==> config.mk <==
export PLATFORM = sky130hd
export DESIGN_NAME = issue_scheduler
export DESIGN_NICKNAME = d
export VERILOG_FILES = /design/src/rtl/issue_scheduler.sv
export SDC_FILE = /design/constraint.sdc
export NUM_CORES = 1
export LEC_CHECK = 0
export BUFFER_PORTS_ARGS = -buffer_cell sky130_fd_sc_hd__buf_2
export CAP_MARGIN = 20
export CORE_ASPECT_RATIO = 0.75
export CORE_MARGIN = 2
export CORE_UTILIZATION = 55
export DETAILED_ROUTE_END_ITERATION = 7
export GPL_TIMING_DRIVEN = 0
export PLACE_DENSITY_LB_ADDON = 0.15
export RECOVER_POWER = 50
export SYNTH_ARGS = -nofsm -noshare
export SYNTH_HDL_FRONTEND = slang
export SYNTH_SLANG_ARGS = --single-unit
export TNS_END_PERCENT = 5
==> constraint.sdc <==
create_clock -name clk -period 5.1 [get_ports clk]
set_input_delay 0.765 -clock clk [delete_from_list [all_inputs] [get_ports clk]]
set_output_delay 0.765 -clock clk [all_outputs]
set_load 0.02 [all_outputs]
==> src/rtl/issue_scheduler.sv <==
// issue_scheduler: dual-issue front end. Fetched instruction pairs go into a
// circular queue. Each unstalled cycle the scheduler issues the head pair, or
// only the head instruction when the two depend on each other.
//
// Ports:
//   clk, rst_n              clock, synchronous active-low reset
//   fetch_valid, instr1/2   incoming pair (instr1 older), fetch_ready = room for a pair
//   flush                   drop queued and issued instructions
//   stall                   hold the current issue group, no pop
//   issue0_*/issue1_*       issue slots (slot 0 older)
//   issue_single, hazard    group size / dependency-reduced indication
//   q_count                 queue occupancy
module issue_scheduler #(
  parameter int unsigned QDEPTH = 4
) (
  input  logic                         clk,
  input  logic                         rst_n,
  input  logic                         fetch_valid,
  input  logic [15:0]                  instr1,
  input  logic [15:0]                  instr2,
  output logic                         fetch_ready,
  input  logic                         flush,
  input  logic                         stall,
  output logic                         issue0_valid,
  output logic [15:0]                  issue0_instr,
  output logic                         issue1_valid,
  output logic [15:0]                  issue1_instr,
  output logic                         issue_single,
  output logic                         hazard,
  output logic [$clog2(QDEPTH+1)-1:0]  q_count
);

  localparam int unsigned CW = $clog2(QDEPTH + 1);
  localparam int unsigned PW = (QDEPTH > 1) ? $clog2(QDEPTH) : 1;

  logic [15:0]   mem [QDEPTH];
  logic [PW-1:0] head;
  logic [PW-1:0] tail;

  logic [15:0]   h0;
  logic [15:0]   h1;
  logic          dep;
  logic          push;
  logic [1:0]    pop_n;
  logic [CW-1:0] count_next;

  // Pointer advance modulo QDEPTH (QDEPTH need not be a power of two).
  function automatic logic [PW-1:0] ptr_add(input logic [PW-1:0] p, input int unsigned n);
    int unsigned s;
    s = 32'(p) + n;
    if (s >= QDEPTH) s = s - QDEPTH;
    return PW'(s);
  endfunction

  // Dependency check between the two oldest queued instructions.
  always_comb begin
    h0  = mem[head];
    h1  = mem[ptr_add(head, 1)];
    dep = (h0[10:8] == h1[10:8]) ||
          (h0[10:8] == h1[7:5])  ||
          (!h1[11] && (h0[10:8] == h1[4:2])) ||
          (h1[10:8] == h0[7:5])  ||
          (!h0[11] && (h1[10:8] == h0[4:2]));
  end

  // Push/pop decisions and next occupancy; fetch_ready ignores same-cycle pops.
  always_comb begin
    push  = 1'b0;
    pop_n = 2'd0;
    push  = rst_n && !flush && fetch_valid && fetch_ready;
    if (rst_n && !flush && !stall) begin
      if (q_count == CW'(0))      pop_n = 2'd0;
      else if (q_count == CW'(1)) pop_n = 2'd1;
      else if (dep)               pop_n = 2'd1;
      else                        pop_n = 2'd2;
    end
    count_next = q_count + (push ? CW'(2) : CW'(0)) - CW'(pop_n);
  end

  // Queue storage; contents are don't-care until written.
  always_ff @(posedge clk) begin
    if (push) begin
      mem[tail]             <= instr1;
      mem[ptr_add(tail, 1)] <= instr2;
    end
  end

  // Pointers, occupancy and issue registers.
  always_ff @(posedge clk) begin
    if (!rst_n) begin
      head         <= '0;
      tail         <= '0;
      q_count      <= '0;
      fetch_ready  <= 1'b1;
      issue0_valid <= 1'b0;
      issue1_valid <= 1'b0;
      issue_single <= 1'b0;
      hazard       <= 1'b0;
      issue0_instr <= 16'h0000;
      issue1_instr <= 16'h0000;
    end else if (flush) begin
      head         <= '0;
      tail         <= '0;
      q_count      <= '0;
      fetch_ready  <= 1'b1;
      issue0_valid <= 1'b0;
      issue1_valid <= 1'b0;
      issue_single <= 1'b0;
      hazard       <= 1'b0;
    end else begin
      if (push) tail <= ptr_add(tail, 2);
      head        <= ptr_add(head, 32'(pop_n));
      q_count     <= count_next;
      fetch_ready <= (count_next <= CW'(QDEPTH - 2));
      if (!stall) begin
        if (q_count == CW'(0)) begin
          issue0_valid <= 1'b0;
          issue1_valid <= 1'b0;
          issue_single <= 1'b0;
          hazard       <= 1'b0;
        end else if (q_count == CW'(1) || dep) begin
          issue0_valid <= 1'b1;
          issue0_instr <= h0;
          issue1_valid <= 1'b0;
          issue_single <= 1'b1;
          hazard       <= (q_count != CW'(1));
        end else begin
          issue0_valid <= 1'b1;
          issue0_instr <= h0;
          issue1_valid <= 1'b1;
          issue1_instr <= h1;
          issue_single <= 1'b0;
          hazard       <= 1'b0;
        end
      end
    end
  end

endmodule
# Yosys cells after proc, flatten, opt, wreduce, memory -nomap -nowiden
# Memories as Yosys holds them, arrays and structs flattened. A register that Yosys moved wholly into a read port is not among the register bits.
# Index checks and enable logic that the tools add are counted.
totals:
  romBits: 0
  register_bits: 44
  ramBits: 64
  latchBits: 0
  inputBits: 37
  output_inout_bits: 40
  wordCells: 77
  mem_count: 1
memory_table:
  columns: ["memory", "words", "width", "read_ports", "rd_ports_with_merged_regs", "write_ports", "line", "rtl"]
  rows:
  - ["mem", 4, 16, 2, 1, 2, "36", "logic [15:0] mem [QDEPTH];"]
classes:
  reduce_logical: 19
  mul: 0
  add_sub_neg: 10
  order_cmp: 5
  eq_ne: 7
  n_bitwise: 5
  mux: 20
  n_shift: 0
  div: 0
ops:
  columns: ["op", "count"]
  rows:
  - ["2-to-1 mux 2 bit", 11]
  - ["equality test 3 bit", 5]
  - [">= comparator 3 bit, second input constant", 4]
  - ["2-to-1 mux 1 bit", 9]
  - ["subtractor 2 x 1 -> 2 bit, second input constant", 4]
  - ["adder 2 x 1 -> 3 bit, second input constant", 2]
  - ["logical AND 1 bit", 6]
  - ["logical OR 1 bit", 5]
  - ["inverter 1 bit", 5]
  - ["logical NOT 1 bit", 4]
  - ["AND reduction 4 bit", 1]
  - ["adder 2 x 2 -> 3 bit", 1]
  - ["adder 2 x 2 -> 3 bit, second input constant", 1]
  - ["adder 3 x 2 -> 3 bit", 1]
  - ["equality test 3 x 1 -> 1 bit, second input constant", 1]
  - ["less-or-equal comparator 3 x 2 -> 1 bit, second input constant", 1]
  - ["logical NOT 3 bit", 1]
  - ["inequality test 3 x 1 -> 1 bit, second input constant", 1]
  - ["AND reduction 3 bit", 1]
  - ["subtractor 3 x 2 -> 3 bit", 1]
  - ["OR reduction 2 bit", 1]

# Logic depth before layout (Yosys ltp)
# Gate-level depths: netlist of the first run.
# An unclocked memory read counts as a cell.
depth:
  depth_word: 17
  depth_mapped: 17
  depth_no_buf: 12

# Least setup slack after synthesis of the first run
# No wires, ideal clock.
synth_path:
  path_kind: "reg-to-reg"
  startpoint: "register head[1]"
  endpoint: "register fetch_ready"
  required_time_ps: 5030
  setup_time_ps: 70
  t_arrival_ps: 3554
  synth_period_minus_slack_ps: 3624
  path_stages_with_launch: 17
  setup_slack_ps: 1476
  n_path_buf: 4
  path_cell_list: "dfxtp_1 buf_6 buf_12 mux4_1 xor2_1 nor4_1 or4_4 buf_6 nor2_8 buf_6 nand2_1 fa_1 ha_1 xnor2_1 xnor2_1 nor2_1 a21oi_1"
synth_between:
  elab_chain_cells: 15
  elab_cells_between_ends: 23
  classes_between: "add/sub: 3; order compare: 2; eq/ne: 5; mux: 5; reduce/logical: 7; memory: 1"
synth_rtl:
  columns: ["element", "line", "rtl"]
  rows:
  - ["start: declaration", "37", "logic [PW-1:0] head;"]
  - ["start signal: assignment", "112", "head <= ptr_add(head, 32'(pop_n));"]
  - ["adder 2 x 1 -> 3 bit (*)", "50", "s = 32'(p) + n;"]
  - [">= comparator 3 bit or subtractor 2 x 1 -> 2 bit (tied branches)", "51", "if (s >= QDEPTH) s = s - QDEPTH;"]
  - ["2-to-1 mux 2 bit (*)", "51", null]
  - ["memory (4 x 16 bit) (*)", null, null]
  - ["equality test 3 bit (tied with other cells)", "59", "dep = (h0[10:8] == h1[10:8]) ||"]
  - ["logical OR 1 bit or logical AND 1 bit (tied branches)", "59, 61", null]
  - ["logical OR 1 bit", "60", "(h0[10:8] == h1[7:5]) ||"]
  - ["logical OR 1 bit", "61", "(!h1[11] && (h0[10:8] == h1[4:2])) ||"]
  - ["logical OR 1 bit (*)", "62", "(h1[10:8] == h0[7:5]) ||"]
  - ["2-to-1 mux 2 bit (*)", "74", "else if (dep) pop_n = 2'd1;"]
  - ["2-to-1 mux 2 bit (*)", "73", "else if (q_count == CW'(1)) pop_n = 2'd1;"]
  - ["2-to-1 mux 2 bit (*)", "72", "if (q_count == CW'(0)) pop_n = 2'd0;"]
  - ["2-to-1 mux 2 bit (*)", "71", "if (rst_n && !flush && !stall) begin"]
  - ["subtractor 3 x 2 -> 3 bit (*)", "77", "count_next = q_count + (push ? CW'(2) : CW'(0)) - CW'(pop_n);"]
  - ["less-or-equal comparator 3 x 2 -> 1 bit (*)", "114", "fetch_ready <= (count_next <= CW'(QDEPTH - 2));"]
  - ["end signal: assignment", "114", null]
  - ["end: declaration", "21", "output logic fetch_ready,"]
# Every way passes the cells marked *; elsewhere a longest branch is shown, timed or not.
# A chain may end at the register's enable or synchronous reset.

# Worst setup path after layout of the first run
# Same ends and word-level chain as after synthesis.

==> results.toml, run 1 <==
[die]
num_rows = 29
core_um2 = 8350
io_pins = 77
die_area_um2 = 9270
die_h_um = 83.9
start_util = 0.561
die_x_um = 110

[sta]
fin_skew_ps = 6.02
setup_viol_count_final = 0
min_period_over_period = 0.782
rsz0062_at_grt = "no"
finalHoldViolations = 0
setup_tns_ps = 0
fmax_mhz = 251
post-route-min-period_ps = 3990
slew_viol_final = 0
maxSlewHeadroom = 0.0701
worst_pin_slew_ps = 1380

[clock_tree]
cts_buffer_depth = 2
cts_sinks = 107
path_clk_slew_ps = 70
cts_hold_buffers = 0
cts_tree = "built"
cts_buffers = 9
cts_setup_buffers = 0
htreeDepth = 3
cts_resized = 0
clock_latency_ps = 340
root_buffer = "clkbuf_16"

[layout]
antenna_cells = 0
area_growth_pct = 16.5
fill_cells = 660
fin_area_um2 = 5450
final_util = 0.653
fin_nets = 445
drive_above_1_share = 0.166

[power_and_ir_drop]
net-switching-power_w = 0.000369
p_seq_frac = 0.546
power.density_nw_per_um2 = 316
power_w = 0.00172
combPwrFrac = 0.063
leakagePower_nw = 1.82
intPower_w = 0.00136
p_sw_frac = 0.214
clock_power_share = 0.391
ir_drop_uv = 312

[global_route]
grt_pass1_wl_um = 15500
grtUsageTotal = 0.220
grt_max_degree = 33
grt_overflow_total = 0
grt_pass1_vias = 2908
antenna_found_initial = 0

[setup_path]
r2r_setup_slack_ps = 1110
regToRegEndpoint = "fetch_ready"
worstPathCellList = "buf_6 > buf_12 > buf_8 > mux4_2 > xor2_1 > nor3_1 > or4_1 > nor2_8 > buf_6 > nand2_1 > fa_1 > ha_1 > xnor2_1 > xnor2_1 > nor2_1 > a21oi_1"
cp.required_ps = 5370
cp_max_fo = 10
endpoint_kind = "flip-flop"
r2r_start = "head[1]"
reg2reg_depth = 16
cp-startpoint = "head[1]"
endpoint = "fetch_ready"
worstPathArrival_ps = 4260
crit_path_max_incr_delay_ps = 560
crit_type = "flip-flop to flip-flop"
cp_slowest_cell = "mux4_2"
setup.worst_path.start_class = "flip-flop"

[placed_design]
dp_hpwl_um = 7000
port-buffer-count = 75
gp_congestion = 0.778
placed_area_um2 = 5230

[logic_synthesis]
syn_avg_cell_area_um2 = 14.8
synth_ff_type = "edfxtp_1"
netlist_top_cells_count = "nand2_1 (67), edfxtp_1 (64), dfxtp_1 (43)"
yosysMostFrequentCell = "nand2_1"
synth_cell_types = 38
synth_top_area_frac = 0.411
synth_edf_count = 64
synthCells = 316
async_reset_ff_frac = 0
seq_area_frac_synth = 0.595
synth-seq-cells = 107
yosys.area.top_type = "edfxtp_1"
synth_area_leaders = "edfxtp_1 (41%), dfxtp_1 (18%), mux4_2 (9.6%)"
syn_nets = 357
syn_area_um2 = 4680
yosysWarnings = 0

[min_path]
min_path_type = "flip-flop to flip-flop"

[routing]
drt_wl_total_um = 9660
viasPerCell = 5.68
ant_nets = 0
post-route-drc-count = 0
first_iter_violations = 203
wl_per_cell_um = 18.7
drtPass1Iterations = 4
via_count = 2937

[outcome]
status = "completed"

[flow_run]
maxCapViolations = 0
==> worst min-delay path by stage <==
stage	from	end	slack [ps]	depth (start not counted)
after floorplan	tail[1]	tail[1]	490	2
after global routing	issue1_instr[1]	issue1_instr[1]	480	2
final	issue1_instr[8]	issue1_instr[8]	470	2
after detailed placement	issue1_instr[8]	issue1_instr[8]	450	2
after global placement	issue1_instr[0]	issue1_instr[0]	440	2
after CTS	issue1_instr[8]	issue1_instr[8]	460	2
==> critical path: cells and delay by family, from the launching register on <==
| kind | cells | cell delay (ps) |
|---|---|---|
| compound gates | 1 | 110 |
| flops | 1 | 330 |
| mux | 1 | 560 |
| fa+ha+maj | 2 | 670 |
| simple gates | 5 | 1090 |
| buf+inv | 4 | 670 |
| xor+xnor | 3 | 480 |
==> state kept, by name (all words and copies together), names as in the netlist <==
name / flops
issue1_instr: 16
fetch_ready: 1
issue_single: 1
head: 2
mem: 64
hazard: 1
tail: 1
issue1_valid: 1
issue0_valid: 1
issue0_instr: 16
q_count: 3
==> metrics by stage <==
stage / instances / hold WS, ps / setup slack [ps]
CTS: 517 / 464 / 1100
finish: 517 / 465 / 1110
global placement: 499 / 440 / 667
floorplan: 316 / 493 / 1480
detailed placement: 501 / 454 / 1120
global route: 517 / 484 / 938
==> power by group through the flow <==
stage                     Sequential [W]  Clock, W  Combinational, W
after floorplan                 0.000965         0         0.0000602
after global placement          0.000960         0          0.000106
after detailed placement        0.000960         0          0.000112
after CTS                       0.000940  0.000686          0.000112
after global routing            0.000942  0.000719          0.000118
final                           0.000941  0.000674          0.000109
==> final cells by class <==
| cell class | instances | area [µm²] | area share |
|---|---|---|---|
| Sequential cell | 107 | 2780 | 0.510 |
| Multi-Input combinational cell | 189 | 1770 | 0.325 |
| Timing Repair Buffer | 77 | 337 | 0.0617 |
| Clock buffer | 9 | 225 | 0.0413 |
| Tap cell | 108 | 135 | 0.0248 |
| Buffer | 17 | 119 | 0.0218 |
| Clock inverter | 7 | 67.6 | 0.0124 |
| Inverter | 3 | 11.3 | 0.00207 |
==> layout by cell type (no fill, tap or decap), types with 3 or more instances in the layout <==
cell	n
a21boi_0	17
a32o_1	3
buf_1	3
buf_2	20
buf_6	3
clkbuf_1	64
clkbuf_16	9
dfxtp_1	43
edfxtp_1	64
ha_1	3
inv_1	3
mux2i_1	16
mux4_1	12
mux4_2	20
nand2_1	67
nor2_1	6
nor3_1	5
xor2_1	17
==> layer usage <==
| layer | up-vias | wire length [µm] | GRT usage |
|---|---|---|---|
| met5 | - | 0 | 0 |
| met4 | 0 | 192 | 0.0727 |
| met3 | 17 | 589 | 0.0625 |
| met2 | 119 | 4370 | 0.337 |
| met1 | 1430 | 4500 | 0.310 |
| li1 | 1371 | - | - |
==> kinds of logic after synthesis <==
group | Yosys count | share of synthesized area
simple gates | 92 | 0.0872
xor+xnor | 19 | 0.0356
fa+ha+maj | 4 | 0.0123
flops | 107 | 0.595
compound gates | 25 | 0.0420
mux | 49 | 0.200
buf+inv | 20 | 0.0278
Note: power is estimated with default switching activity, not from simulation.
==> inputs of run 2 (changes only) <==
- clock period: 5.1 -> 4.1 ns (I/O delays scaled with it)
==> run 2 against run 1 <==
Against the previous run: global-route usage unchanged; wire length increased by 0.69%; clock-buffer cell count unchanged; via count increased by 0.85%; worst setup slack got worse by 900 ps; clock power increased by 25%; utilization increased by 0.45 points; critical path depth unchanged; clock skew increased by 1.1 ps.
==> results.toml, run 2 (synthesis results as in run 1) <==
[clock_tree]
htreeDepth = 3
cts_buffers = 9
cts_tree = "built"
cts_buffer_depth = 2
cts_resized = 0
clock_latency_ps = 340
cts_setup_buffers = 0
path_clk_slew_ps = 70
cts_sinks = 107
cts_hold_buffers = 0
root_buffer = "clkbuf_16"

[setup_path]
crit_path_max_incr_delay_ps = 560
cp.required_ps = 4380
cp_slowest_cell = "mux4_2"
worstPathCellList = "buf_6 > buf_12 > buf_8 > mux4_2 > xor2_1 > nor3_1 > or4_1 > nor2_8 > buf_6 > nand2_1 > fa_1 > ha_1 > xnor2_1 > xnor2_1 > nor2_1 > a21oi_1"
crit_type = "flip-flop to flip-flop"
endpoint_kind = "flip-flop"
path_buf_inv = 4
cp_max_fo = 10
r2r_start = "head[1]"
r2r_setup_slack_ps = 210
critical-path-top-delay-family = "simple AND/OR/NAND/NOR gates"
reg2reg_depth = 16
regToRegEndpoint = "fetch_ready"
worstPathArrival_ps = 4170
setup.worst_path.start_class = "flip-flop"

[layout]
instances_no_fill = 522
reg.largest.list = "mem (64), issue0_instr (16), issue1_instr (16)"
fill_cells = 659
largest_reg_flops = 64
final_cell_mix = "nand2_1 (67), clkbuf_1 (64), edfxtp_1 (64), dfxtp_1 (43)"
multi_input_area_um2 = 1770
layout.cells.most_common = "nand2_1"
area_growth_pct = 17.3
seq_area_um2 = 2780
fin_area_um2 = 5490
max_flop_register = "mem"
fin_nets = 450
drive_above_1_share = 0.176
antenna_cells = 0

[placed_design]
gp_congestion = 0.778
dp_cells = 501
dp_hpwl_um = 7000
placed_area_um2 = 5230
port-buffer-count = 75

[sta]
maxSlewHeadroom = 0.0772
fmax_mhz = 257
finalHoldViolations = 0
fin_skew_ps = 7.11
setup_viol_count_final = 0
slew_viol_final = 0
setup_tns_ps = 0
rsz0062_at_grt = "no"
post-route-min-period_ps = 3890
worst_pin_slew_ps = 1370
min_period_over_period = 0.949

[routing]
post-route-drc-count = 0
viasPerCell = 5.67
via_count = 2962
wl_per_cell_um = 18.6
ant_nets = 0
first_iter_violations = 206
drtPass1Iterations = 4
drt_wl_total_um = 9720

[global_route]
grtUsageTotal = 0.220
antenna_found_initial = 0
grt_max_degree = 33
grt_pass1_wl_um = 15500
grt_pass1_vias = 2908
grt_overflow_total = 0

[min_path]
hold_depth = 1
worstHoldStart = "instr1[9]"
hold_end = "mem[0][9]"
min_path_type = "input pin to flip-flop"

[die]
start_util = 0.561
core_um2 = 8350
die_x_um = 110
io_pins = 77
die_area_um2 = 9270
num_rows = 29
die_h_um = 83.9

[power_and_ir_drop]
power.density_nw_per_um2 = 391
power_w = 0.00215
leakagePower_nw = 1.84
ir_drop_uv = 390

[outcome]
status = "completed"

[flow_run]
maxCapViolations = 0
run 2: cell types whose count changed in the layout (fill, tap and decap cells not counted), sizes merged:
cell  previous run  this run
buf             30        35
run 2: worst reg2reg max path, cell delays in order, from the launching register on:
cell and delay, ps:
dfxtp_1 330, buf_6 140, buf_12 150, buf_8 170
mux4_2 570, xor2_1 160, nor3_1 120, or4_1 540
nor2_8 200, buf_6 190, nand2_1 90, fa_1 450
ha_1 220, xnor2_1 180, xnor2_1 140, nor2_1 70
a21oi_1 110
run 2: worst max-delay path by stage:
stage / start / to / slack, ps / cells after the start
after floorplan: head[1] / fetch_ready / 480 / 16
after global placement: rst_n / mem[0][5] / -180 / 4
after detailed placement: head[1] / fetch_ready / 120 / 16
after CTS: head[1] / fetch_ready / 100 / 16
after global routing: head[1] / fetch_ready / 40 / 16
final: head[1] / fetch_ready / 210 / 16
run 2: per-stage QoR:
step	worst slack [ps]	hold slack (ps)	utilization
after global routing	44.8	440	0.658
after CTS	96.2	449	0.662
after detailed placement	122	454	0.627
final	210	457	0.658
after floorplan	476	493	-
after global placement	-183	440	0.622
run 2: routing by layer:
metal  vias to the layer above  wire length [µm]  GRT usage
met1                      1451              4430      0.310
met5                         -                 0          0
li1                       1378                 -          -
met4                         0               197     0.0727
met2                       116              4430      0.337
met3                        17               668     0.0625
run 2: final cells by class:
| class | count | area share |
|---|---|---|
| Multi-Input combinational cell | 189 | 0.323 |
| Clock buffer | 9 | 0.0410 |
| Buffer | 17 | 0.0217 |
| Sequential cell | 107 | 0.507 |
| Clock inverter | 7 | 0.0123 |
| Timing Repair Buffer | 82 | 0.0682 |
| Inverter | 3 | 0.00205 |
| Tap cell | 108 | 0.0246 |
run 2: report_power, final:
group | total [W] | switching [W] | internal, W | leakage [nW]
Clock | 0.000841 | 0.000369 | 0.000471 | 0.141
Sequential | 0.00117 | 0.0000109 | 0.00116 | 0.928
Combinational | 0.000137 | 0.0000800 | 0.0000568 | 0.772
